**src/rtl/context_n_scheduler_pkg.sv**
```systemverilog
// Shared parameters and FSM encoding for the context N scheduler.
//   N_LENGTH_DEF  : width of a stored occurrence count N
//   CTX_COUNT_DEF : regular contexts 0..364 plus run contexts 365..366
//   CTX_W_DEF     : width of a context index
//   THRESHOLD_DEF : value of N at which the count is halved
//   state_e       : scheduler FSM states
package context_n_scheduler_pkg;

  localparam int N_LENGTH_DEF  = 7;
  localparam int CTX_COUNT_DEF = 367;
  localparam int CTX_W_DEF     = 9;
  localparam int THRESHOLD_DEF = 64;

  typedef enum logic {
    ST_INIT = 1'b0,
    ST_RUN  = 1'b1
  } state_e;

endpackage

```
**src/rtl/context_n_scheduler_ram.sv**
```systemverilog
// N table storage: DEPTH x WIDTH, one synchronous read port and one
// synchronous write port. A same-address read and write in one cycle
// returns the old contents (read-before-write); the caller forwards.
//   clk   : clock
//   re    : read enable, rdata updates on the next rising edge
//   raddr : read address
//   rdata : registered read data
//   we    : write enable
//   waddr : write address
//   wdata : write data
module context_n_ram #(
  parameter int DEPTH = 367,
  parameter int WIDTH = 7,
  parameter int AW    = 9
) (
  input  logic             clk,
  input  logic             re,
  input  logic [AW-1:0]    raddr,
  output logic [WIDTH-1:0] rdata,
  input  logic             we,
  input  logic [AW-1:0]    waddr,
  input  logic [WIDTH-1:0] wdata
);

  logic [WIDTH-1:0] mem_q [DEPTH];
  logic [WIDTH-1:0] rdata_q;

  // Non-blocking assignments give read-before-write on a collision.
  always_ff @(posedge clk) begin
    if (we) mem_q[waddr] <= wdata;
    if (re) rdata_q <= mem_q[raddr];
  end

  assign rdata = rdata_q;

endmodule

```
**src/rtl/context_n_scheduler.sv**
```systemverilog
// Context N scheduler: initialises every context count to 1, then for each
// accepted update request reads N, applies the increment/halving rule,
// writes the result back and reports old/new N one cycle later.
// Handshake: a request transfers when in_valid && in_ready. in_ready is high
// only in RUN with flush low. Results have no backpressure: out_valid is a
// single-cycle strobe, and out_* hold their last values while it is low.
//   clk, rst_n     : clock, synchronous active-low reset
//   flush          : restart table initialisation (new image)
//   in_valid/ready : request handshake, in_ctx = context to update
//   out_valid      : result strobe with out_ctx, out_N, out_N_new,
//                    out_reset_flag (halving occurred)
//   init_done      : high while in RUN (exposes FSM state)
//   err_ctx        : sticky, set by an out-of-range in_ctx
module context_n_scheduler
  import context_n_scheduler_pkg::*;
#(
  parameter int N_length  = N_LENGTH_DEF,
  parameter int CTX_COUNT = CTX_COUNT_DEF,
  parameter int CTX_W     = CTX_W_DEF,
  parameter int THRESHOLD = THRESHOLD_DEF
) (
  input  logic                clk,
  input  logic                rst_n,
  input  logic                flush,
  input  logic                in_valid,
  output logic                in_ready,
  input  logic [CTX_W-1:0]    in_ctx,
  output logic                out_valid,
  output logic [CTX_W-1:0]    out_ctx,
  output logic [N_length-1:0] out_N,
  output logic [N_length-1:0] out_N_new,
  output logic                out_reset_flag,
  output logic                init_done,
  output logic                err_ctx
);

  state_e               state_q, state_d;
  logic [CTX_W-1:0]     init_cnt_q, init_cnt_d;
  logic                 s1_valid_q, s1_valid_d;
  logic [CTX_W-1:0]     s1_ctx_q, s1_ctx_d;
  logic                 fwd_valid_q, fwd_valid_d;
  logic [CTX_W-1:0]     fwd_ctx_q, fwd_ctx_d;
  logic [N_length-1:0]  fwd_n_q, fwd_n_d;
  logic                 err_q, err_d;
  logic [CTX_W-1:0]     hold_ctx_q, hold_ctx_d;
  logic [N_length-1:0]  hold_n_q, hold_n_d;
  logic [N_length-1:0]  hold_n_new_q, hold_n_new_d;
  logic                 hold_flag_q, hold_flag_d;

  logic                 accept, in_range, launch;
  logic [N_length-1:0]  ram_rdata, n_cur, n_new;
  logic                 halve;
  logic                 ram_we;
  logic [CTX_W-1:0]     ram_waddr;
  logic [N_length-1:0]  ram_wdata;
  logic                 s1_write;

  assign in_ready = (state_q == ST_RUN) && !flush;
  assign accept   = in_valid && in_ready;
  assign in_range = (int'(in_ctx) < CTX_COUNT);
  assign launch   = accept && in_range;

  // The previous cycle's write-back lands on the same edge as this
  // request's RAM read, so the RAM returns stale data; take the
  // forwarded value instead.
  assign n_cur = (fwd_valid_q && (fwd_ctx_q == s1_ctx_q)) ? fwd_n_q : ram_rdata;
  assign halve = (n_cur == N_length'(THRESHOLD));
  assign n_new = halve ? ((n_cur >> 1) + N_length'(1)) : (n_cur + N_length'(1));

  // A result in flight during flush is still reported but not written.
  assign s1_write = (state_q == ST_RUN) && s1_valid_q && !flush;

  always_comb begin
    ram_we    = 1'b0;
    ram_waddr = s1_ctx_q;
    ram_wdata = n_new;
    if ((state_q == ST_INIT) && !flush) begin
      ram_we    = 1'b1;
      ram_waddr = init_cnt_q;
      ram_wdata = N_length'(1);
    end else if (s1_write) begin
      ram_we = 1'b1;
    end
  end

  context_n_ram #(
    .DEPTH (CTX_COUNT),
    .WIDTH (N_length),
    .AW    (CTX_W)
  ) u_ram (
    .clk   (clk),
    .re    (launch),
    .raddr (in_ctx),
    .rdata (ram_rdata),
    .we    (ram_we),
    .waddr (ram_waddr),
    .wdata (ram_wdata)
  );

  // Next-state logic
  always_comb begin
    state_d      = state_q;
    init_cnt_d   = init_cnt_q;
    s1_valid_d   = 1'b0;
    s1_ctx_d     = s1_ctx_q;
    err_d        = err_q;
    fwd_valid_d  = s1_write;
    fwd_ctx_d    = s1_ctx_q;
    fwd_n_d      = n_new;
    hold_ctx_d   = hold_ctx_q;
    hold_n_d     = hold_n_q;
    hold_n_new_d = hold_n_new_q;
    hold_flag_d  = hold_flag_q;

    if (s1_valid_q) begin
      hold_ctx_d   = s1_ctx_q;
      hold_n_d     = n_cur;
      hold_n_new_d = n_new;
      hold_flag_d  = halve;
    end

    if (flush) begin
      state_d    = ST_INIT;
      init_cnt_d = '0;
      err_d      = 1'b0;
    end else begin
      case (state_q)
        ST_INIT: begin
          if (init_cnt_q == CTX_W'(CTX_COUNT - 1)) begin
            state_d    = ST_RUN;
            init_cnt_d = '0;
          end else begin
            init_cnt_d = init_cnt_q + CTX_W'(1);
          end
        end
        ST_RUN: begin
          s1_valid_d = launch;
          if (launch) s1_ctx_d = in_ctx;
          if (accept && !in_range) err_d = 1'b1;
        end
        default: begin
          state_d    = ST_INIT;
          init_cnt_d = '0;
        end
      endcase
    end
  end

  always_ff @(posedge clk) begin
    if (!rst_n) begin
      state_q      <= ST_INIT;
      init_cnt_q   <= '0;
      s1_valid_q   <= 1'b0;
      s1_ctx_q     <= '0;
      fwd_valid_q  <= 1'b0;
      fwd_ctx_q    <= '0;
      fwd_n_q      <= '0;
      err_q        <= 1'b0;
      hold_ctx_q   <= '0;
      hold_n_q     <= '0;
      hold_n_new_q <= '0;
      hold_flag_q  <= 1'b0;
    end else begin
      state_q      <= state_d;
      init_cnt_q   <= init_cnt_d;
      s1_valid_q   <= s1_valid_d;
      s1_ctx_q     <= s1_ctx_d;
      fwd_valid_q  <= fwd_valid_d;
      fwd_ctx_q    <= fwd_ctx_d;
      fwd_n_q      <= fwd_n_d;
      err_q        <= err_d;
      hold_ctx_q   <= hold_ctx_d;
      hold_n_q     <= hold_n_d;
      hold_n_new_q <= hold_n_new_d;
      hold_flag_q  <= hold_flag_d;
    end
  end

  assign out_valid      = s1_valid_q;
  assign out_ctx        = s1_valid_q ? s1_ctx_q : hold_ctx_q;
  assign out_N          = s1_valid_q ? n_cur    : hold_n_q;
  assign out_N_new      = s1_valid_q ? n_new    : hold_n_new_q;
  assign out_reset_flag = s1_valid_q ? halve    : hold_flag_q;
  assign init_done      = (state_q == ST_RUN);
  assign err_ctx        = err_q;

endmodule

```
**config.mk**
```make
export PLATFORM = sky130hd
export DESIGN_NAME = context_n_scheduler
export DESIGN_NICKNAME = d
export VERILOG_FILES = /design/src/rtl/context_n_scheduler_pkg.sv /design/src/rtl/context_n_scheduler_ram.sv /design/src/rtl/context_n_scheduler.sv
export SDC_FILE = /design/constraint.sdc
export NUM_CORES = 2
export LEC_CHECK = 0
export BUFFER_PORTS_ARGS = -buffer_cell sky130_fd_sc_hd__buf_2
export CELL_PAD_IN_SITES_DETAIL_PLACEMENT = 0
export CELL_PAD_IN_SITES_GLOBAL_PLACEMENT = 2
export CORE_UTILIZATION = 51
export DETAILED_ROUTE_END_ITERATION = 16
export PLACE_DENSITY = 0.85
export SETUP_SLACK_MARGIN = 0.2
export SLEW_MARGIN = 20
export SYNTH_ARGS = -nofsm -noshare
export SYNTH_HDL_FRONTEND = slang
export SYNTH_SLANG_ARGS = --single-unit
```
**constraint.sdc**
```tcl
create_clock -name clk -period 19 [get_ports clk]
set_input_delay 1.9 -clock clk [delete_from_list [all_inputs] [get_ports clk]]
set_output_delay 1.9 -clock clk [all_outputs]
set_load 0.005 [all_outputs]
```
==> key figures <==
Floorplanning
  – Die footprint: 204000 µm²
  – Initial standard-cell utilization of the core: 0.5148
  – Total number of placement rows: 164
  – Top-level port count: 41
  – Overall die width: 451.6 µm
  – Core area: 200300 µm²
  – Die Y-Extent: 451.6 µm

Logic synthesis
  – Distinct cell type count after synthesis: 80
  – Count of yosys warnings during synthesis: 0
  – Syn nets: 4968
  – Area of the mapped netlist: 103100 µm²
  – Number of synthesized register bits: 2638
  – Share of the synthesized area in the top cell type: 0.7502
  – EDFF count, synth: 2576
  – Mean instance size in the synthesized netlist: 20.82 µm²
  – Number of instances in the synthesized netlist: 4953
  – Dominant cells by area after synthesis: edfxtp_1 (75%), mux4_2 (14%), nor2_1 (1.6%), mux2i_1 (1.5%), dfxtp_1 (1.2%)
  – Share of synthesized registers carrying an async set or reset: 0
  – Primary FF master, synth: edfxtp_1
  – Most area-hungry cell type in the Yosys netlist: edfxtp_1
  – Sequential-to-total area share from yosys stat: 0.7623

Pwr
  – Design internal power: 9.480 mW
  – Power density cells: 104.7 nW/µm²
  – Part of the power in registers: 0.529
  – Switching power share of the total: 0.2082
  – Max VDD drop: 0.00006389 V
  – Proportion of power drawn by combinational gates: 0.042
  – Switching pwr: 2.492 mW
  – Relative contribution of the clock network to total power: 0.429
  – Leakage power summed over all cells: 35.72 nW

GRT
  – GRT Util Overall: 0.2671
  – Vias in the first global route: 51070
  – Final global-route overflow total: 0
  – First-pass GRT wire length: 384200 µm
  – Largest net degree at the start of global routing: 267
  – Initial antenna violation count: 6

Final layout
  – Filler cells: 14450
  – Number of nets in the layout: 5089
  – Layout-stage area growth over the synthesis result: 10.89%
  – Footprint of the multi-input gates: 22760 µm²
  – Area of all sequential standard cells: 78600 µm²
  – Fraction of final layout cells sized beyond drive strength 1: 0.2300
  – Non-filler instance count after layout: 7921

Timing
  – Post-route minimum period: 6941 ps
  – Count of endpoints failing setup in the final report: 0
  – Fin. Hold Viols: 0
  – Setup TNS: 0 ps
  – Setup repair after global routing missed its margin: false
  – Final worst clock skew: 57.08 ps
  – Achievable Freq: 0.1441 GHz
  – Number of pins with negative max-slew slack in the final report: 0
  – Relative max-transition margin: 0.1328
  – Slew @ Worst Pin: 1296 ps
  – Crit share post-route: 0.3653

Place
  – DPL Wire Length: 158200 µm
  – Count of buffers inserted at the top-level ports: 40
  – Number of placed instances, taps included: 7447
  – Routability congestion estimate: 0.8766

Worst setup path
  – Length in cells of the worst reg-to-reg path: 9
  – Worst endpoint required time: 19660 ps
  – Biggest fanout along the worst timing path: 64
  – Worst setup path category: input pin to flop
  – Critical path arrival: 7610 ps
  – Launching element type of the critical path: input pin
  – Crit Reg-Reg Endpoint: u_ram.mem_q[314][5]
  – Launching point of the worst reg2reg path: fwd_ctx_d[4]
  – Setup slack of the worst register-to-register path: 14110 ps
  – Category of the worst setup path capture point: flop

CTS
  – Buffer type at the clock tree root: clkbuf_16
  – H-tree depth: 5
  – Clock latency on the worst-skew pair: 950 ps
  – Max clock buf depth: 4
  – Count of instances resized after the clock tree is built: 0
  – Number of clock sinks: 2638
  – CTS tree: built
  – Clock slew at the register clock pins of the worst setup and hold paths: 60 ps
  – Total CTS buffers: 278
  – Number of buffers inserted to repair setup after CTS: 0
  – Hold buffers post-CTS: 0

Route
  – Via-to-Cell Ratio: 6.591
  – Mean routed wirelength per cell: 34.35 µm
  – Via total after detailed routing: 52210
  – First-pass DRT Iterations: 6
  – Number of antenna-violating nets in the routed design: 0
  – WL final: 272100 µm
  – DRT iter0 DRCs: 7359
  – Total DRC errors in the routed layout: 0

Hold path
  – Hold/Removal Path Class: flop to flop
  – Start point of the worst hold path: err_ctx
  – Endpoint with the worst hold slack: err_ctx
  – Worst hold path cell count: 2

Run status
  – Run status: completed

Run
  – Max-cap violations: 0
==> how the worst max path moves through the flow <==
stage / startpoint / to / slack [ps] / cells past startpoint
global route: in_ctx[0] / u_ram.rdata[2] / 11530 / 11
finish: in_ctx[0] / u_ram.rdata[2] / 12060 / 11
floorplan: flush / u_ram.mem_q[0][5] / 4790 / 3
CTS: in_ctx[0] / u_ram.rdata[2] / 11850 / 11
global placement: in_ctx[0] / u_ram.rdata[3] / 10920 / 11
detailed placement: in_ctx[0] / u_ram.rdata[3] / 10890 / 11
==> state kept, by name, summed over array words and instances (netlist names) <==
name	cells
hold_n_new_q	7
hold_ctx_q	9
out_valid	1
init_cnt_q	9
init_done	1
fwd_ctx_q	9
fwd_n_q	7
fwd_valid_q	1
err_ctx	1
fwd_ctx_d	9
u_ram.mem_q	2569
u_ram.rdata	7
hold_flag_q	1
hold_n_q	7
==> critical path, stage by stage <==
cell and delay [ps]:
buf_8 500, buf_4 680, buf_4 800, buf_4 720, buf_4 790, mux4_2 600
mux4_2 520, a22o_1 330, a211oi_1 240, a31oi_1 100, o31a_1 160
==> power by group through the flow <==
stage / sequential (mW) / clock [mW] / combinational (mW)
floorplan: 6.48 / 0 / 0.320
global placement: 6.46 / 0 / 0.494
detailed placement: 6.46 / 0 / 0.499
CTS: 6.34 / 5.17 / 0.501
global route: 6.33 / 5.37 / 0.521
finish: 6.34 / 5.13 / 0.505
==> stage by stage <==
stage	utilization	setup WS, ps	instance area [µm²]	total power [mW]	hold slack (ps)
final	0.5709	12060	114300	11.97	471.6
after global placement	0.5285	10920	105800	6.955	453.8
after detailed placement	0.5285	10890	105900	6.960	461.5
after floorplan	-	4790	103100	6.799	460.5
after CTS	0.5703	11850	114200	12.01	476.1
after global routing	0.5708	11530	114300	12.23	519.5
==> cells in the mapped netlist (39+ instances only) <==
library cell,number
nand2_1,127
o22ai_1,39
mux2i_1,152
clkbuf_1,147
buf_2,62
edfxtp_1,2576
and2_1,44
a21oi_1,49
mux4_2,637
nor2_1,433
a22oi_1,86
dfxtp_1,62
==> layer usage <==
metal	share of wire	track usage	vias to the layer above
met2	0.47	0.4099	3081
met3	0.11	0.06546	498
li1	-	-	20760
met4	0.036	0.09423	0
met5	0	0	-
met1	0.38	0.3767	27870
==> cell families (layout without fill, tap and decap cells) <==
family	Yosys count	count (layout)	synth area share
other cells	0	9	0
mux	817	817	0.1575
flops	2638	2638	0.7623
fa+ha+maj	2	2	0.0002427
compound gates	398	398	0.02794
buf+inv	329	632	0.01845
xor+xnor	21	21	0.001784
simple gates	748	748	0.03177
==> placed cells by master, fill, tap and decap left out, types with 53 or more instances in the layout <==
cell / Yosys / layout
a22oi_1: 86 / 86
buf_4: 37 / 94
clkbuf_1: 147 / 53
clkbuf_16: 0 / 284
clkinv_1: 1 / 58
dfxtp_1: 62 / 62
edfxtp_1: 2576 / 2576
mux2i_1: 152 / 152
mux4_2: 637 / 637
nand2_1: 127 / 115
nor2_1: 433 / 430
==> layout make-up <==
class	count	share of cell area
antenna	9	0.0001970
clock buffer	337	0.06390
clock inverter	125	0.009204
inverter	24	0.0008317
multi-input combinational	1986	0.1991
sequential	2638	0.6874
tap	2656	0.02907
timing repair buffer	146	0.01030
(Power assumes the default switching activity.)
